File: config.mk
export PLATFORM = sky130hd
export DESIGN_NAME = galvo_point_streamer
export DESIGN_NICKNAME = d
export VERILOG_FILES = /design/src/rtl/galvo_point_streamer.sv
export SDC_FILE = /design/constraint.sdc
export NUM_CORES = 1
export LEC_CHECK = 0
export CAP_MARGIN = 20
export CORE_MARGIN = 2
export CORE_UTILIZATION = 55
export DETAILED_ROUTE_END_ITERATION = 7
export PLACE_DENSITY = 0.87
export SYNTH_ARGS = -nofsm -noshare
export SYNTH_HDL_FRONTEND = slang
export SYNTH_SLANG_ARGS = --single-unit
File: constraint.sdc
create_clock -name clk -period 5 [get_ports clk]
set_input_delay 0.75 -clock clk [delete_from_list [all_inputs] [get_ports clk]]
set_output_delay 0.75 -clock clk [all_outputs]
set_load 0.1 [all_outputs]
File: src/rtl/galvo_point_streamer.sv
// galvo_point_streamer: streams point RAM words to a dual 12-bit SPI DAC, latches them and drives laser enables
module galvo_point_streamer #(
   parameter int CLK_DIV = 4,
   parameter int ADDR_W  = 10,
   parameter int DWELL_W = 16
) (
   input  logic               clk,
   input  logic               reset,
   input  logic               start,
   input  logic               stop,
   input  logic               loop_en,
   input  logic [ADDR_W-1:0]  base_addr,
   input  logic [DWELL_W-1:0] dwell,
   output logic [ADDR_W-1:0]  mem_addr,
   input  logic [31:0]        mem_dout,
   output logic               busy,
   output logic               frame_done,
   output logic               dac_csn,
   output logic               dac_sclk,
   output logic               dac_mosi,
   output logic               dac_latchn,
   output logic [2:0]         laser_rgb
);
   localparam int CW = $clog2(2*CLK_DIV+3);
   localparam logic [CW-1:0] SUB_LAST = CW'(CLK_DIV-1);
   localparam logic [CW-1:0] LAT_LOW  = CW'(CLK_DIV);
   localparam logic [CW-1:0] LAT_LAST = CW'(2*CLK_DIV+1);
   typedef enum logic [3:0] {IDLE, FETCH, WAIT, SEND_X, GAP, SEND_Y, GAP2, LATCH, DWELL} state_t;
   state_t state, nxt;
   logic [CW-1:0] cnt;
   logic hi;
   logic [3:0] bit_n;
   logic [DWELL_W-1:0] dcnt;
   logic [31:0] point;
   logic [15:0] frame;
   logic send, last_sub, send_end, dwell_end;
   logic unused_bits;
   assign unused_bits = ^point[30:27];
   // state register; reset and stop both land in IDLE
   always_ff @(posedge clk) begin
      state <= !reset ? IDLE : nxt;
   end
   // next-state decode and outputs decoded from state so IDLE always shows reset values
   always_comb begin
      send      = state == SEND_X || state == SEND_Y;
      last_sub  = cnt == SUB_LAST;
      send_end  = send && hi && last_sub && bit_n == 4'hF;
      dwell_end = state == DWELL && dcnt == DWELL_W'(1);
      frame     = state == SEND_Y ? {4'b1011, point[11:0]} : {4'b0011, point[23:12]};
      nxt       = state;
      case (state)
         IDLE:    nxt = start ? FETCH : IDLE;
         FETCH:   nxt = WAIT;
         WAIT:    nxt = SEND_X;
         SEND_X:  nxt = send_end ? GAP : SEND_X;
         GAP:     nxt = last_sub ? SEND_Y : GAP;
         SEND_Y:  nxt = send_end ? GAP2 : SEND_Y;
         GAP2:    nxt = last_sub ? LATCH : GAP2;
         LATCH:   nxt = cnt == LAT_LAST ? DWELL : LATCH;
         DWELL:   nxt = !dwell_end ? DWELL : point[31] && !loop_en ? IDLE : FETCH;
         default: nxt = IDLE;
      endcase
      if (stop) nxt = IDLE;
      busy       = state != IDLE;
      frame_done = dwell_end && point[31];
      dac_csn    = !send;
      dac_sclk   = send && hi;
      dac_mosi   = send && frame[4'hF - bit_n];
      dac_latchn = !(state == LATCH && cnt < LAT_LOW);
   end
   // datapath: phase/bit counters, point capture, dwell timer, address and colour
   always_ff @(posedge clk) begin
      if (!reset) begin
         cnt       <= '0;
         hi        <= 1'b0;
         bit_n     <= '0;
         point     <= '0;
         dcnt      <= '0;
         laser_rgb <= '0;
         mem_addr  <= '0;
      end else begin
         cnt       <= nxt != state || (send && last_sub) ? '0 : cnt + CW'(1);
         hi        <= send && nxt == state ? hi ^ last_sub : 1'b0;
         bit_n     <= send && nxt == state ? bit_n + 4'(hi && last_sub) : 4'h0;
         point     <= state == WAIT ? mem_dout : point;
         dcnt      <= state == LATCH ? (dwell == '0 ? DWELL_W'(1) : dwell) : state == DWELL ? dcnt - DWELL_W'(1) : dcnt;
         laser_rgb <= nxt == IDLE ? 3'b000 : state == LATCH && last_sub ? point[26:24] : laser_rgb;
         mem_addr  <= nxt == IDLE ? '0 : state == IDLE || (dwell_end && point[31]) ? base_addr : dwell_end ? mem_addr + ADDR_W'(1) : mem_addr;
      end
   end
endmodule
=== Word level (Yosys, flattened, before mapping) ===
Cells that the tools add are included.

* Bitwise logic cells: 2
* Reductions and logical operators: 27
* Add/subtract/negate cells: 5
* Mux-type cells: 18
* Eq/ne operators: 14
* Magnitude comparators: 2

{| class="wikitable"
|+ Operators with widths
! cell !! count
|-
| $mux W16 || 4
|-
| $pmux W4 S9 || 1
|-
| $mux W10 || 2
|-
| $eq A16 B1 Y1 const B || 1
|-
| $eq A4 B3 Y1 const B || 4
|-
| $logic_not A16 Y1 || 1
|-
| $sub A16 B1 Y16 const B || 1
|-
| $eq A4 B2 Y1 const B || 3
|-
| $eq A4 B4 Y1 const B || 3
|-
| $logic_and A1 B1 Y1 || 12
|-
| $mux W4 || 3
|-
| $add A10 B1 Y10 const B || 1
|-
| $logic_not A4 Y1 || 2
|-
| $lt A4 B5 Y1 const B || 1
|-
| $mux W1 || 5
|-
| $add A4 B1 Y4 || 1
|-
| $add A4 B1 Y4 const B || 1
|-
| $bmux W1 S4 || 1
|-
| $eq A4 B1 Y1 const B || 1
|-
| $eq A4 B4 Y1 || 1
|-
| $lt A4 B3 Y1 const B || 1
|-
| $ne A4 B4 Y1 || 1
|-
| $reduce_bool A2 Y1 || 2
|-
| $reduce_bool A4 Y1 || 1
|-
| other kinds (9) || 14
|}

* Bits of input ports: 63
* Register bits: 74
* Output and inout port bits: 19
* Logic and storage cells: 76

=== Logic depth before layout (Yosys ltp) ===
* Depth after elaboration: 11
* Gate-level depth with buffers: 9

=== Worst setup path after synthesis ===
Ideal clock, no wire load.

* Path kind: register to output
* Start point: register dcnt[0]
* End point: output port frame_done
* Buffers on the path: 0
* Cell stages (with the launch flop): 6
* Data required time: 4.250 ns
* Path slack: 1.399 ns
* Arrival time: 2.851 ns
* Path through: dfxtp_1 > ha_1 > or4b_2 > nor4_2 > nand2_1 > nor2_1

* Word-level cells in the longest chain between the ends: 3

{| class="wikitable"
|+ RTL lines
! item !! RTL line !! source
|-
| start: declaration || 33 || <nowiki>logic [DWELL_W-1:0] dcnt;</nowiki>
|-
| start signal: assignment || 86 || <nowiki>dcnt <= state == LATCH ? (dwell == '0 ? DWELL_W'(1) : dwell) : state == DWELL ? dcnt - DWELL_W'(1) : dcnt;</nowiki>
|-
| $eq A16 B1 Y1 || 48 || <nowiki>dwell_end = state == DWELL && dcnt == DWELL_W'(1);</nowiki>
|-
| $logic_and A1 B1 Y1 || 48 ||
|-
| $logic_and A1 B1 Y1 || 65 || <nowiki>frame_done = dwell_end && point[31];</nowiki>
|-
| end: declaration || 17 || <nowiki>output logic frame_done,</nowiki>
|}

No other way between the ends.

=== Final worst setup path ===
* Start point: register state[2]
* End point: output port dac_sclk

* Word-level cells in the longest chain between the ends: 3
* Elaborated cells between the ends (all ways): 4
* Classes of those cells: eq/ne: 2; reduce/logical: 2

{| class="wikitable"
|+ RTL lines
! item !! RTL line !! source
|-
| start: declaration || 29 || <nowiki>state_t state, nxt;</nowiki>
|-
| start signal: assignment || 41 || <nowiki>state <= !reset ? IDLE : nxt;</nowiki>
|-
| $eq A4 B2 Y1 / $eq A4 B3 Y1 (equally long branches) || 45 || <nowiki>send = state == SEND_X || state == SEND_Y;</nowiki>
|-
| $logic_or A1 B1 Y1 (*) || 45 ||
|-
| $logic_and A1 B1 Y1 (*) || 67 || <nowiki>dac_sclk = send && hi;</nowiki>
|-
| end: declaration || 19 || <nowiki>output logic dac_sclk,</nowiki>
|}

Every way passes the cells marked *; elsewhere a longest branch is shown, timed or not.

==> impl_summary.txt <==
----------------------------------------------------
[STA]
  Share of the clock period used by the worst path after layout ... 0.7530
  Shortest period the worst path allows ... roughly 3.8 ns
  Clock skew ... 0.009340 ns
  Count of final max-slew check failures ... 0
  RSZ-0062 raised after global routing ... no
  Worst slew margin relative to its limit ... 0.3467
  Highest achievable clock rate ... around 0.27 GHz
  Setup Total Neg Slack ... 0 ns
  Final Hold Violating Endpoints ... 0
  Setup-failing EPs final ... 0
  Transition time at the pin with the least slew margin ... around 0.98 ns

[Clock tree]
  Number of buffers between clock root and the deepest sink ... 2
  Number of clock sinks seen by CTS ... 70
  H-tree levels ... 3
  Hold-fix buffers, CTS ... 0
  CTS buffer count ... 9
  Number of gates resized after cts ... 0
  Clock latency at the later pin of the worst-skew pair ... 0.35 ns
  Clock transition at the registers of the reported paths ... 0.08 ns
  Post-CTS setup buffer count ... 0
  CTS tree ... yes
  Clock Tree Root ... sky130_fd_sc_hd__clkbuf_8

[Power]
  P_sw ... between 0.2 and 0.3 mW
  Switch share ... 0.2140
  Seq pwr share ... 0.451
  Internal portion of total power ... between 0.9 and 1 mW
  Leakage power of the design ... around 1.7 nW
  Power density over the cells ... ~260 mW/mm²
  Clock Power Share ... 0.453
  Gate power share ... 0.096
  Worst IR Drop VDD ... 0.2063 mV

[Synth]
  Cells after synthesis ... 480
  Synthesized area per cell ... just over 8 µm²
  Number of register bits inferred by synthesis ... 70
  EDFF count, synth ... 0
  Seq/Total Area, Yosys ... 0.3616
  Library cells used by synthesis ... 70
  Area of the mapped netlist ... between 0.003 and 0.004 mm²
  Most used DFF post-synth ... sky130_fd_sc_hd__dfxtp_1
  Synthesized netlist net count ... approximately 550
  Warnings, synthesis ... 0
  Post-synth ARST share ... 0

[Route]
  Total iterations of the first detailed-routing run ... 4
  Count of routing violations after the opening detailed-route iteration ... 337
  Overall via count from detail_route ... around 3,800
  DRC violation count after routing ... 0
  Remaining antenna violation count ... 0
  Total wire length ... approximately 9.5 mm
  Vias per cell ... between 5 and 6
  Final routed wire length divided by cell count ... about 15 µm

[Global route]
  Met3 usage in global routing ... 0.05090
  Total gr overflow ... 0
  Largest net degree at the start of global routing ... 47
  Number of antenna violations at the first check in global routing ... 0
  Layer with the highest usage after global routing ... met2
  Met2 Track Usage GR ... 0.4277
  Wire length of the first global-routing pass ... about 16 mm
  Via count of the first global-routing pass ... between 3,000 and 4,000
  GRT Util Overall ... 0.2542
  Met1 GRT Util ... 0.3224

[Worst setup path]
  Critical Path RT ... around 4.3 ns
  Register-to-Register Setup Slack ... between 2 and 2.5 ns
  Endpoint arrival time on the critical path ... 3.01 ns
  Kind of launch point of the worst setup path ... flip-flop
  CP cell instances ... xor2_1, nor3b_2, and2_1, clkdlybuf4s50_1
  Crit path largest cell delay ... around 1.1 ns
  Cell with the largest stage delay on the worst path ... sky130_fd_sc_hd__clkdlybuf4s50_1
  Biggest fanout along the worst timing path ... 18
  CP delay by family, top ... buffers and inverters
  Category of the critical setup timing path ... flip-flop to output port
  Sort of element at the end of the critical path ... output port
  Buffers plus inverters on the worst setup path ... 1

[Place]
  Detailed Place HPWL ... around 6.7 mm
  Port Buf Inserts ... between 70 and 80
  Routability congestion estimate from global placement ... approximately 0.9

[Layout]
  Area occupied by multi-input gates ... ~0.0023 mm²
  Count of antenna diodes in the layout ... 0
  Final net count ... approximately 600
  Proportion of layout cells with a drive suffix above 1 ... 0.07890
  Synthesis-to-layout area growth ... 25.93%
  Most common cell after layout, fill and taps aside ... sky130_fd_sc_hd__nand2_1
  Finished Core Util ... 0.7182
  Commonest cells after routing, fill and taps aside ... sky130_fd_sc_hd__nand2_1, sky130_fd_sc_hd__clkdlybuf4s50_1, sky130_fd_sc_hd__dfxtp_1
  Sequential cell area ... 0.001401 mm²
  Layout filler cell count ... roughly 530

[Flow run]
  Number of violations of the max-capacitance limit ... 0

[Die]
  Initial Utilization ... 0.5703
  Top-Level Pins ... slightly above 80
  Die width ... 87.94 µm
  Total die area ... a little under 0.008 mm²
  Core area ... 0.006794 mm²
  FP Rows ... 30
  Die Height ... roughly 90 µm

[Status]
  Run status ... finished clean

[Worst hold path]
  Worst min path class ... flip-flop to flip-flop

----------------------------------------------------
per-layer routing:
layer,up-vias,share of wire
met5,-,0
met4,0,0.019
met3,19,0.065
met2,160,0.48
met1,1787,0.44
li1,1849,-
state kept, by name (all words and copies together) (netlist names):
name and count:
dcnt 16, bit_n 4, point 28, laser_rgb 3, mem_addr 10, cnt 4
state 4, hi 1
tightest hold or removal path: stages, from the launching register on:
cell	delay (ns)
sky130_fd_sc_hd__dfxtp_1	0.31
sky130_fd_sc_hd__nand2_1	0.04
sky130_fd_sc_hd__a21boi_0	0.06
final cells by class:
| cell class | count | share of cell area |
|---|---|---|
| Clock inverter | 3 | 0.01846 |
| Timing Repair Buffer | 80 | 0.1615 |
| Clock buffer | 12 | 0.03385 |
| Sequential cell | 70 | 0.2872 |
| Multi-Input combinational cell | 371 | 0.4674 |
| Inverter | 9 | 0.006923 |
| Tap cell | 96 | 0.02462 |
cells by family (layout without fill, tap and decap cells):
kind of cell	Yosys count	after routing	synth area share
AOI/OAI and AO/OA	117	117	0.2144
xor gates and xnor gates	13	13	0.02938
adders and majority gates	8	8	0.02583
buffers and inverters	39	104	0.04972
DFF	70	70	0.3616
muxes	5	5	0.02325
and+or+nand+nor	228	228	0.2958
through the flow:
| stage | cell area [µm²] | hold WS, ns | cells | worst slack (ns) | power (mW) |
|---|---|---|---|---|---|
| after floorplan | 3875 | 0.4334 | 480 | 1.399 | 0.6420 |
| after global placement | 4617 | 0.4468 | 625 | 1.719 | 0.7025 |
| after detailed placement | 4617 | 0.4542 | 625 | 1.660 | 0.7053 |
| after CTS | 4872 | 0.4650 | 640 | 1.276 | 1.274 |
| after global routing | 4880 | 0.4938 | 641 | 1.084 | 1.310 |
| final | 4880 | 0.4616 | 641 | 1.235 | 1.270 |
final timing paths:
path | start | to | cells after the start
setup / recovery | state[2]$_SDFF_PN0_ | dac_sclk | 4
hold / removal | point[11]$_SDFFE_PN0P_ | point[11]$_SDFFE_PN0P_ | 2
setup reg to reg | dcnt[8]$_SDFFE_PN0P_ | mem_addr[9]$_SDFFE_PP0P_ | 6
hold reg to reg | point[11]$_SDFFE_PN0P_ | point[11]$_SDFFE_PN0P_ | 2
power groups by stage:
stage | registers (mW) | clock network, mW | logic [mW]
after floorplan | 0.597 | 0 | 0.0446
after global placement | 0.584 | 0 | 0.118
after detailed placement | 0.585 | 0 | 0.120
after CTS | 0.572 | 0.581 | 0.121
after global routing | 0.573 | 0.606 | 0.130
final | 0.572 | 0.576 | 0.122
synthesized netlist by cell type (4+ instances only):
library cell	n	area [µm²]
sky130_fd_sc_hd__xor2_1	6	52.55
sky130_fd_sc_hd__nand4_1	6	37.54
sky130_fd_sc_hd__ha_1	8	100.1
sky130_fd_sc_hd__dfxtp_1	70	1401
sky130_fd_sc_hd__a21oi_1	20	100.1
sky130_fd_sc_hd__and2_1	8	50.05
sky130_fd_sc_hd__clkbuf_1	19	71.32
sky130_fd_sc_hd__o22ai_1	5	31.28
sky130_fd_sc_hd__a21boi_0	31	232.7
sky130_fd_sc_hd__nand2_1	91	341.6
sky130_fd_sc_hd__inv_1	9	33.78
sky130_fd_sc_hd__and3_1	12	75.07
sky130_fd_sc_hd__nand3_1	16	80.08
sky130_fd_sc_hd__buf_6	4	45.04
sky130_fd_sc_hd__nor3_1	8	40.04
sky130_fd_sc_hd__a31oi_1	4	25.02
sky130_fd_sc_hd__nor2_1	39	146.4
sky130_fd_sc_hd__nor3b_1	4	30.03
sky130_fd_sc_hd__o21ai_0	18	90.09
sky130_fd_sc_hd__xnor2_1	7	61.31
sky130_fd_sc_hd__nor4_1	15	93.84
sky130_fd_sc_hd__o221ai_1	6	52.55
(Power assumes the default switching activity.)
